File: src/rtl/stack_pkg.sv
// Shared types and helpers for the stack controller.
// The pair FSM states are used only when STACK_PAIR_EN is defined.
package stack_pkg;

    localparam int DEF_DATA_W = 4;
    localparam int DEF_DEPTH  = 8;

    typedef enum logic [1:0] {
        ST_IDLE    = 2'd0,
        ST_PUSH_HI = 2'd1,
        ST_POP_LO  = 2'd2
    } state_e;

    // Returns {full, empty} for an occupancy count.
    function automatic logic [1:0] cnt_flags(input int cnt, input int depth);
        return {cnt == depth, cnt == 0};
    endfunction

endpackage

File: src/rtl/stack_mem.sv
// Stack storage: one synchronous write port, one combinational read port.
// The array has no reset, so its contents survive a controller reset.
module stack_mem #(
    parameter int DATA_W = 4,
    parameter int DEPTH  = 8,
    parameter int AW     = $clog2(DEPTH)
) (
    input  logic              clk_i,
    input  logic              we_i,
    input  logic [AW-1:0]     waddr_i,
    input  logic [DATA_W-1:0] wdata_i,
    input  logic [AW-1:0]     raddr_i,
    output logic [DATA_W-1:0] rdata_o
);

    logic [DATA_W-1:0] mem_q [DEPTH];

    always_ff @(posedge clk_i) begin
        if (we_i) mem_q[waddr_i] <= wdata_i;
    end

    assign rdata_o = mem_q[raddr_i];

endmodule

File: src/rtl/stack_ctrl.sv
// Parametrised stack controller: occupancy, registered pop data, sticky errors.
// Define STACK_PAIR_EN to add the two-word push2/pop2 operations and busy.
module stack_ctrl
    import stack_pkg::*;
#(
    parameter int DATA_W = DEF_DATA_W,
    parameter int DEPTH  = DEF_DEPTH,
    parameter int PTR_W  = $clog2(DEPTH)
) (
    input  logic              clk_i,
    input  logic              rst_ni,
    input  logic              push_i,
    input  logic              pop_i,
    input  logic [DATA_W-1:0] din_i,
    input  logic              err_clr_i,
`ifdef STACK_PAIR_EN
    input  logic              push2_i,
    input  logic              pop2_i,
    input  logic [DATA_W-1:0] din_hi_i,
    output logic              busy_o,
`endif
    output logic [DATA_W-1:0] dout_o,
    output logic              dout_valid_o,
    output logic [PTR_W:0]    count_o,
    output logic              full_o,
    output logic              empty_o,
    output logic              ovf_err_o,
    output logic              udf_err_o
);

    // The occupancy count doubles as the stack pointer: next free slot = count.
    logic [PTR_W:0]    count_q, count_d;
    logic [DATA_W-1:0] dout_q, dout_d;
    logic              dval_q, dval_d;
    logic              ovf_q, ovf_d, udf_q, udf_d;
    logic              ovf_ev, udf_ev, single_op;
    logic              we;
    logic [PTR_W-1:0]  waddr, top_addr;
    logic [DATA_W-1:0] wdata, rdata;

`ifdef STACK_PAIR_EN
    localparam logic [PTR_W:0] CNT_LIM2 = (PTR_W+1)'(DEPTH - 2);
    localparam logic [PTR_W:0] CNT_TWO  = (PTR_W+1)'(2);
    state_e            state_q, state_d;
    logic [DATA_W-1:0] din_hi_q, din_hi_d;
    assign busy_o = (state_q != ST_IDLE);
`endif

    assign {full_o, empty_o} = cnt_flags(32'(count_q), DEPTH);
    assign top_addr = PTR_W'(count_q - 1'b1);

    stack_mem #(.DATA_W(DATA_W), .DEPTH(DEPTH), .AW(PTR_W)) u_mem (
        .clk_i   (clk_i),
        .we_i    (we),
        .waddr_i (waddr),
        .wdata_i (wdata),
        .raddr_i (top_addr),
        .rdata_o (rdata)
    );

    always_comb begin
        count_d   = count_q;
        dout_d    = dout_q;
        dval_d    = 1'b0;
        ovf_ev    = 1'b0;
        udf_ev    = 1'b0;
        we        = 1'b0;
        waddr     = count_q[PTR_W-1:0];
        wdata     = din_i;
        single_op = 1'b1;
`ifdef STACK_PAIR_EN
        state_d   = state_q;
        din_hi_d  = din_hi_q;
        single_op = 1'b0;
        case (state_q)
            ST_PUSH_HI: begin
                we      = 1'b1;
                wdata   = din_hi_q;
                count_d = count_q + 1'b1;
                state_d = ST_IDLE;
            end
            ST_POP_LO: begin
                dout_d  = rdata;
                dval_d  = 1'b1;
                count_d = count_q - 1'b1;
                state_d = ST_IDLE;
            end
            default: begin
                if (push2_i) begin
                    if (count_q <= CNT_LIM2) begin
                        we       = 1'b1;
                        count_d  = count_q + 1'b1;
                        din_hi_d = din_hi_i;
                        state_d  = ST_PUSH_HI;
                    end else ovf_ev = 1'b1;
                end else if (pop2_i) begin
                    if (count_q >= CNT_TWO) begin
                        dout_d  = rdata;
                        dval_d  = 1'b1;
                        count_d = count_q - 1'b1;
                        state_d = ST_POP_LO;
                    end else udf_ev = 1'b1;
                end else single_op = 1'b1;
            end
        endcase
`endif
        if (single_op) begin
            case ({push_i, pop_i})
                2'b10: begin
                    if (!full_o) begin
                        we      = 1'b1;
                        count_d = count_q + 1'b1;
                    end else ovf_ev = 1'b1;
                end
                2'b01: begin
                    if (!empty_o) begin
                        dout_d  = rdata;
                        dval_d  = 1'b1;
                        count_d = count_q - 1'b1;
                    end else udf_ev = 1'b1;
                end
                2'b11: begin
                    // Replace-top reads the old word and overwrites it on the same edge.
                    we = 1'b1;
                    if (!empty_o) begin
                        dout_d = rdata;
                        dval_d = 1'b1;
                        waddr  = top_addr;
                    end else begin
                        count_d = count_q + 1'b1;
                        udf_ev  = 1'b1;
                    end
                end
                default: ;
            endcase
        end
        // A new error event outranks a simultaneous clear.
        ovf_d = ovf_ev | (ovf_q & ~err_clr_i);
        udf_d = udf_ev | (udf_q & ~err_clr_i);
    end

    always_ff @(posedge clk_i or negedge rst_ni) begin
        if (!rst_ni) begin
            count_q  <= '0;
            dout_q   <= '0;
            dval_q   <= 1'b0;
            ovf_q    <= 1'b0;
            udf_q    <= 1'b0;
`ifdef STACK_PAIR_EN
            state_q  <= ST_IDLE;
            din_hi_q <= '0;
`endif
        end else begin
            count_q  <= count_d;
            dout_q   <= dout_d;
            dval_q   <= dval_d;
            ovf_q    <= ovf_d;
            udf_q    <= udf_d;
`ifdef STACK_PAIR_EN
            state_q  <= state_d;
            din_hi_q <= din_hi_d;
`endif
        end
    end

    assign count_o      = count_q;
    assign dout_o       = dout_q;
    assign dout_valid_o = dval_q;
    assign ovf_err_o    = ovf_q;
    assign udf_err_o    = udf_q;

endmodule

File: config.mk
export PLATFORM = sky130hd
export DESIGN_NAME = stack_ctrl
export DESIGN_NICKNAME = d
export VERILOG_FILES = /design/src/rtl/stack_pkg.sv /design/src/rtl/stack_mem.sv /design/src/rtl/stack_ctrl.sv
export SDC_FILE = /design/constraint.sdc
export NUM_CORES = 1
export LEC_CHECK = 0
export BUFFER_PORTS_ARGS = -buffer_cell sky130_fd_sc_hd__buf_2
export CORE_ASPECT_RATIO = 2
export CORE_MARGIN = 4
export CORE_UTILIZATION = 25
export DETAILED_ROUTE_END_ITERATION = 10
export GPL_TIMING_DRIVEN = 0
export PLACE_DENSITY = 0.48
export SLEW_MARGIN = 5
export SYNTH_ARGS = -nofsm -noshare
export SYNTH_HDL_FRONTEND = slang
export SYNTH_HIERARCHICAL = 1
export SYNTH_SLANG_ARGS = --single-unit
File: constraint.sdc
create_clock -name clk_i -period 2.7 [get_ports clk_i]
set_input_delay 0.135 -clock clk_i [delete_from_list [all_inputs] [get_ports clk_i]]
set_output_delay 0.135 -clock clk_i [all_outputs]
set_load 0.01 [all_outputs]
Word level (Yosys, flattened, before mapping):

Memories as Yosys holds them, arrays and structs flattened. A register that Yosys moved wholly into a read port is not among the register bits.
Index checks and enable logic that the tools add are counted.

* register bits after elaboration: 7
* bits in latches: 0
* memory bits (writable): 32
* bits in read-only memories: 0
* bits of input ports: 9
* output and inout bits: 13
* logic and storage cells: 42
* memories: 1

* add/sub/neg operators: 2
* multiply operators: 0
* div/mod/pow operators: 0
* magnitude comparators: 0
* eq/ne operators: 7
* shift-type cells: 0
* mux-type cells: 16
* bitwise gates (word level): 6
* reductions and logical operators: 6

Memories
* u_mem.mem_q: depth 8, bits a word 4, rd ports 1, clocked after Yosys merged registers in 1, write ports 1, line stack_mem.sv:16 `logic [DATA_W-1:0] mem_q [DEPTH];`

Operator list (number)
* $mux W4: 3
* $pmux W4 S3: 1
* $mux W1: 9
* $mux W3: 2
* $ne A2 B2 Y1 const B: 3
* $add A4 B1 Y4 const B: 1
* $eq A2 B2 Y1 const B: 2
* $eq A4 B4 Y1 const B: 1
* $logic_not A4 Y1: 1
* $reduce_and A4 Y1: 1
* $sub A4 B1 Y4 const B: 1
* $reduce_bool A3 Y1: 1
* $and A1 B1 Y1: 2
* $eq A2 B1 Y1 const B: 1
* $not A1 Y1: 2
* $or A1 B1 Y1: 2
* $pmux W1 S2: 1
* $reduce_and A2 Y1: 1
* $reduce_or A2 Y1: 1
* $logic_not A1 Y1: 1

Logic depth before layout (Yosys ltp):

* word-level depth: 5
* gate-level depth with buffers: 10
* gate-level depth less buffers: 8

By module:

The synthesis kept the hierarchy.

By module, submodules not included
* stack_mem: instances 1, cells an instance 59, area an instance 1290.0 um^2, seq. area each 960.9 um^2
* stack_ctrl: instances 1, cells an instance 72, area an instance 729.4 um^2, seq. area each 275.3 um^2

Worst setup path before layout:

Ideal clock, no wire load.

* path type: register to register
* start point: reg count_q[0] (netlist: count_o[0])
* end point: mem u_mem.mem_q[3][0] (enable)
* setup time: 329 ps
* arrival: 2096 ps
* required time: 2371 ps
* setup slack: 275 ps
* stages on the path, launching flop included: 11
* buffers on the path: 2
* period minus slack after synthesis: 2425 ps
* cells stage by stage: dfrtp_1 inv_1 ha_1 buf_4 nor3b_4 nor2b_1 buf_6 nand2_2 mux2i_1 nand2_1 nor2_1

* elaborated cells on any way between the ends: 9
* classes of those cells: 1 x add/sub; 1 x eq/ne; 6 x mux; 1 x reduce/logical

RTL lines
* from (decl): line stack_ctrl.sv:32 `logic [PTR_W:0] count_q, count_d;`
* from (signal assigned): line stack_ctrl.sv:154 `count_q <= count_d;`
* $sub A4 B1 Y4
* named net top_addr[0]: line stack_ctrl.sv:38 `logic [PTR_W-1:0] waddr, top_addr;`
* $mux W3: line stack_ctrl.sv:125 `if (!empty_o) begin`
* $mux W3: line stack_ctrl.sv:108 `case ({push_i, pop_i})`
* to (decl): line stack_mem.sv:16

The timed path passes the listed nets, and every way through them passes these cells.

Worst setup path after layout:

* start point: reg count_q[0] (netlist: count_o[0])
* end point: mem u_mem.mem_q[5][1] (enable)

* elaborated cells on any way between the ends: 9
* classes of those cells: 1 x add/sub; 1 x eq/ne; 6 x mux; 1 x reduce/logical

RTL lines (line)
* $sub A4 B1 Y4
* named net top_addr[0]: stack_ctrl.sv:38
* $mux W3: stack_ctrl.sv:125
* $mux W3: stack_ctrl.sv:108
* named net waddr[0]: stack_ctrl.sv:38

The timed path passes the listed nets, and every way through them passes these cells.

==> impl_metrics.env <==
export IMPL_synth_area_mm2=0.00202
export IMPL_routed_wl_um=3950
export IMPL_synth_top_area_share_pct=47.6
export IMPL_ff_latch_area_mm2=0.00124
export IMPL_cts_sinks=43
export IMPL_crit_type="reg2reg"
export IMPL_clock_skew_final_ps=3.92
export IMPL_ys_seq_area_share_pct=61.2
export IMPL_wire_per_inst_um=15.4
export IMPL_n_fill_cell=791
export IMPL_yosysMostFrequentCell="edfxtp_1"
export IMPL_grt_max_degree=17
export IMPL_multi_input_area_um2=774
export IMPL_num_io_pins=22
export IMPL_synth_compound_area_share_pct=5.58
export IMPL_fmax_mhz=388
export IMPL_relSlewSlack_pct=67.6
export IMPL_antennaDiodeCount=0
export IMPL_cp_data_arrival_time_ps=2550
export IMPL_rsz0062_at_grt="true"
export IMPL_drtIter0Drc=20
export IMPL_p_clk_share_pct=22.7
export IMPL_synth_top_cell_by_area="edfxtp_1"
export IMPL_post_cts_buffers=0
export IMPL_netSwitchingPower_mw=0.958
export IMPL_outcome="completed"
export IMPL_die_h_um=135
export IMPL_synth_async_reset_ratio_pct=25.6
export IMPL_path_clk_slew_ps=70
export IMPL_syn_avg_cell_area_um2=15.4
export IMPL_cellLeakagePower_nw=0.929
export IMPL_drc=0
export IMPL_drive_gt1_share_pct=36.3
export IMPL_cts_buffer_depth=2
export IMPL_vias_per_cell=4.45
export IMPL_ys_warn_count=6
export IMPL_port_buffer_count=20
export IMPL_maxSlewViolCount=0
export IMPL_track_usage_pct=8.78
export IMPL_antenna_left=0
export IMPL_synth_edf_count=32
export IMPL_grt_pass1_wl_um=6160
export IMPL_synth_flop_cell="edfxtp_1"
export IMPL_drt_first_pass_iters=4
export IMPL_die_w_um=71.6
export IMPL_switching_share_pct=34.8
export IMPL_seqPwrFrac_pct=35.0
export IMPL_root_buffer="clkbuf_16"
export IMPL_hold_viol=0
export IMPL_vdd_drop_max_mv=0.336
export IMPL_nNetsFinal=170
export IMPL_synth_top_family_by_area="multiplexers"
export IMPL_cts_tree="built"
export IMPL_ys_seq_elements=43
export IMPL_num_rows=46
export IMPL_cp_required_ps=2670
export IMPL_place_gp_congestion=0.701
export IMPL_worst_slew_pin_slew_ps=486
export IMPL_dp_cells=247
export IMPL_setup_viol=0
export IMPL_synthXorXnorAreaFrac_pct=1.30
export IMPL_p_int_mw=1.79
export IMPL_syn_inst=131
export IMPL_start_util_pct=25.6
export IMPL_area_growth_pct=22.4
export IMPL_syn_nets=142
export IMPL_power_density_mw_per_mm2=1110
export IMPL_numCtsBuffers=5
export IMPL_synth_simple_area_share_pct=9.05
export IMPL_comb_power_share_pct=42.3
export IMPL_cp_start_kind="flop"
export IMPL_synthAdderAreaFrac_pct=1.24
export IMPL_grt_pass1_vias=1155
export IMPL_fp_dieArea_mm2=0.00967
export IMPL_hpwl_um=2940
export IMPL_netlist_cell_type_count=35
export IMPL_synthMuxAreaShare_pct=17.7
export IMPL_finalNonFillerCells=256
export IMPL_vias=1139
export IMPL_ys_top_cells_by_area="edfxtp_1, dfrtp_1, mux4_1"
export IMPL_core_mm2=0.00789
export IMPL_grt_overflow=0
export IMPL_clk_latency_ps=290
export IMPL_post_route_util_pct=31.4
export IMPL_layout_min_cycle_time_ps=2580
export IMPL_antenna_found_initial=0
export IMPL_endpoint_kind="flop"
export IMPL_maxCapViolCount=0
export IMPL_period_share_pct=95.4
export IMPL_min_path_type="in2reg"
export IMPL_cp_max_fo=9
export IMPL_synth_common_cells="edfxtp_1, dfrtp_1, nand2_1"
export IMPL_cts_htree_levels=2
-- power groups by stage --
stage / Sequential [mW] / Clock (mW) / Combinational [mW]
finish: 0.964 / 0.624 / 1.16
floorplan: 0.987 / 0 / 0.770
global route: 0.978 / 0.673 / 1.27
CTS: 0.969 / 0.645 / 1.13
global placement: 0.974 / 0 / 1.09
detailed placement: 0.978 / 0 / 1.08
-- kinds of logic after synthesis --
logic type               count (synthesis)
AO/OA/AOI/OAI                           16
XOR/XNOR                                 3
adder cells (fa/ha/maj)                  2
buffers and inverters                   14
flip-flops                              43
multiplexers                            19
AND/OR/NAND/NOR                         34
-- placed cells by master (no fill, tap or decap), types with 2 or more instances in the layout --
master	n
inv_1	5
mux4_1	8
nand3b_1	2
buf_2	23
mux2i_4	2
nand3_1	3
edfxtp_1	32
a22o_1	2
ha_1	2
o21a_1	2
o22ai_1	2
mux2_2	4
buf_6	2
nand2_1	9
mux2_4	4
nor2b_1	2
o21ai_1	4
nor3_2	2
buf_4	2
nand2b_1	6
dfrtp_1	10
inv_6	2
clkbuf_16	5
nor2_4	5
-- routing by layer --
metal / vias up / GRT usage (%) / wire length [µm] / part of all wire (%)
met5: - / 0 / 0 / 0
met2: 24 / 16.2 / 2280 / 58
li1: 555 / - / - / -
met1: 554 / 8.55 / 1420 / 36
met3: 6 / 2.24 / 152 / 3.8
met4: 0 / 5.02 / 103 / 2.6
-- cell type report --
cell class,instances,area share [%]
Clock inverter,3,1.06
Tap cell,96,4.86
Inverter,6,0.911
Multi-Input combinational cell,74,31.3
Clock buffer,5,5.06
Sequential cell,43,50.1
Timing Repair Buffer,21,4.45
Buffer,8,2.28
-- repair_timing --
item | in CTS | in global routing
pin swaps | 0 | 2
endpoints found under the setup margin | 32 | 20
resized for setup | 10 | 8
hold buffers | 1 | 0
endpoints found under the hold margin | 11 | 0
-- state kept, by name, summed over array words and instances, names as in the netlist --
| name | flops |
|---|---|
| ovf_err_o | 1 |
| udf_err_o | 1 |
| u_mem/mem_q | 32 |
| dout_valid_o | 1 |
| dout_o | 4 |
| count_o | 4 |
-- worst paths after layout --
path	start	endpoint	slack (ps)	cells past startpoint
worst min register to register	ovf_err_o	ovf_err_o	480	1
worst max-delay path	count_o[0]	u_mem/mem_q[5][1]	120	10
min in group asynchronous	rst_ni	ovf_err_o	240	2
worst min-delay path	err_clr_i	ovf_err_o	110	3
worst max register to register	count_o[0]	u_mem/mem_q[5][1]	120	10
max in group asynchronous	rst_ni	count_o[0]	2230	2
-- stage by stage --
step                power, mW  TNS [ps]  setup slack (ps)  instance area (µm²)  hold WS, ps
finish                   2.75         0               123                 2470          114
global route             2.92      -126             -22.3                 2470          122
CTS                      2.74         0              25.9                 2440          103
detailed placement       2.06     -2600              -161                 2240         27.3
global placement         2.06     -2470              -158                 2240         22.8
floorplan                1.76         0               275                 2020         -161
-- critical path, stage by stage (launching register included) --
cell      delay, ps
dfrtp_2         470
inv_1            90
ha_1            200
buf_4           160
nor3b_4         170
nor2b_1         150
buf_6           170
nand2_2         110
xnor2_2         300
nand2b_1        190
nor2_2          250
(Power assumes the default switching activity.)
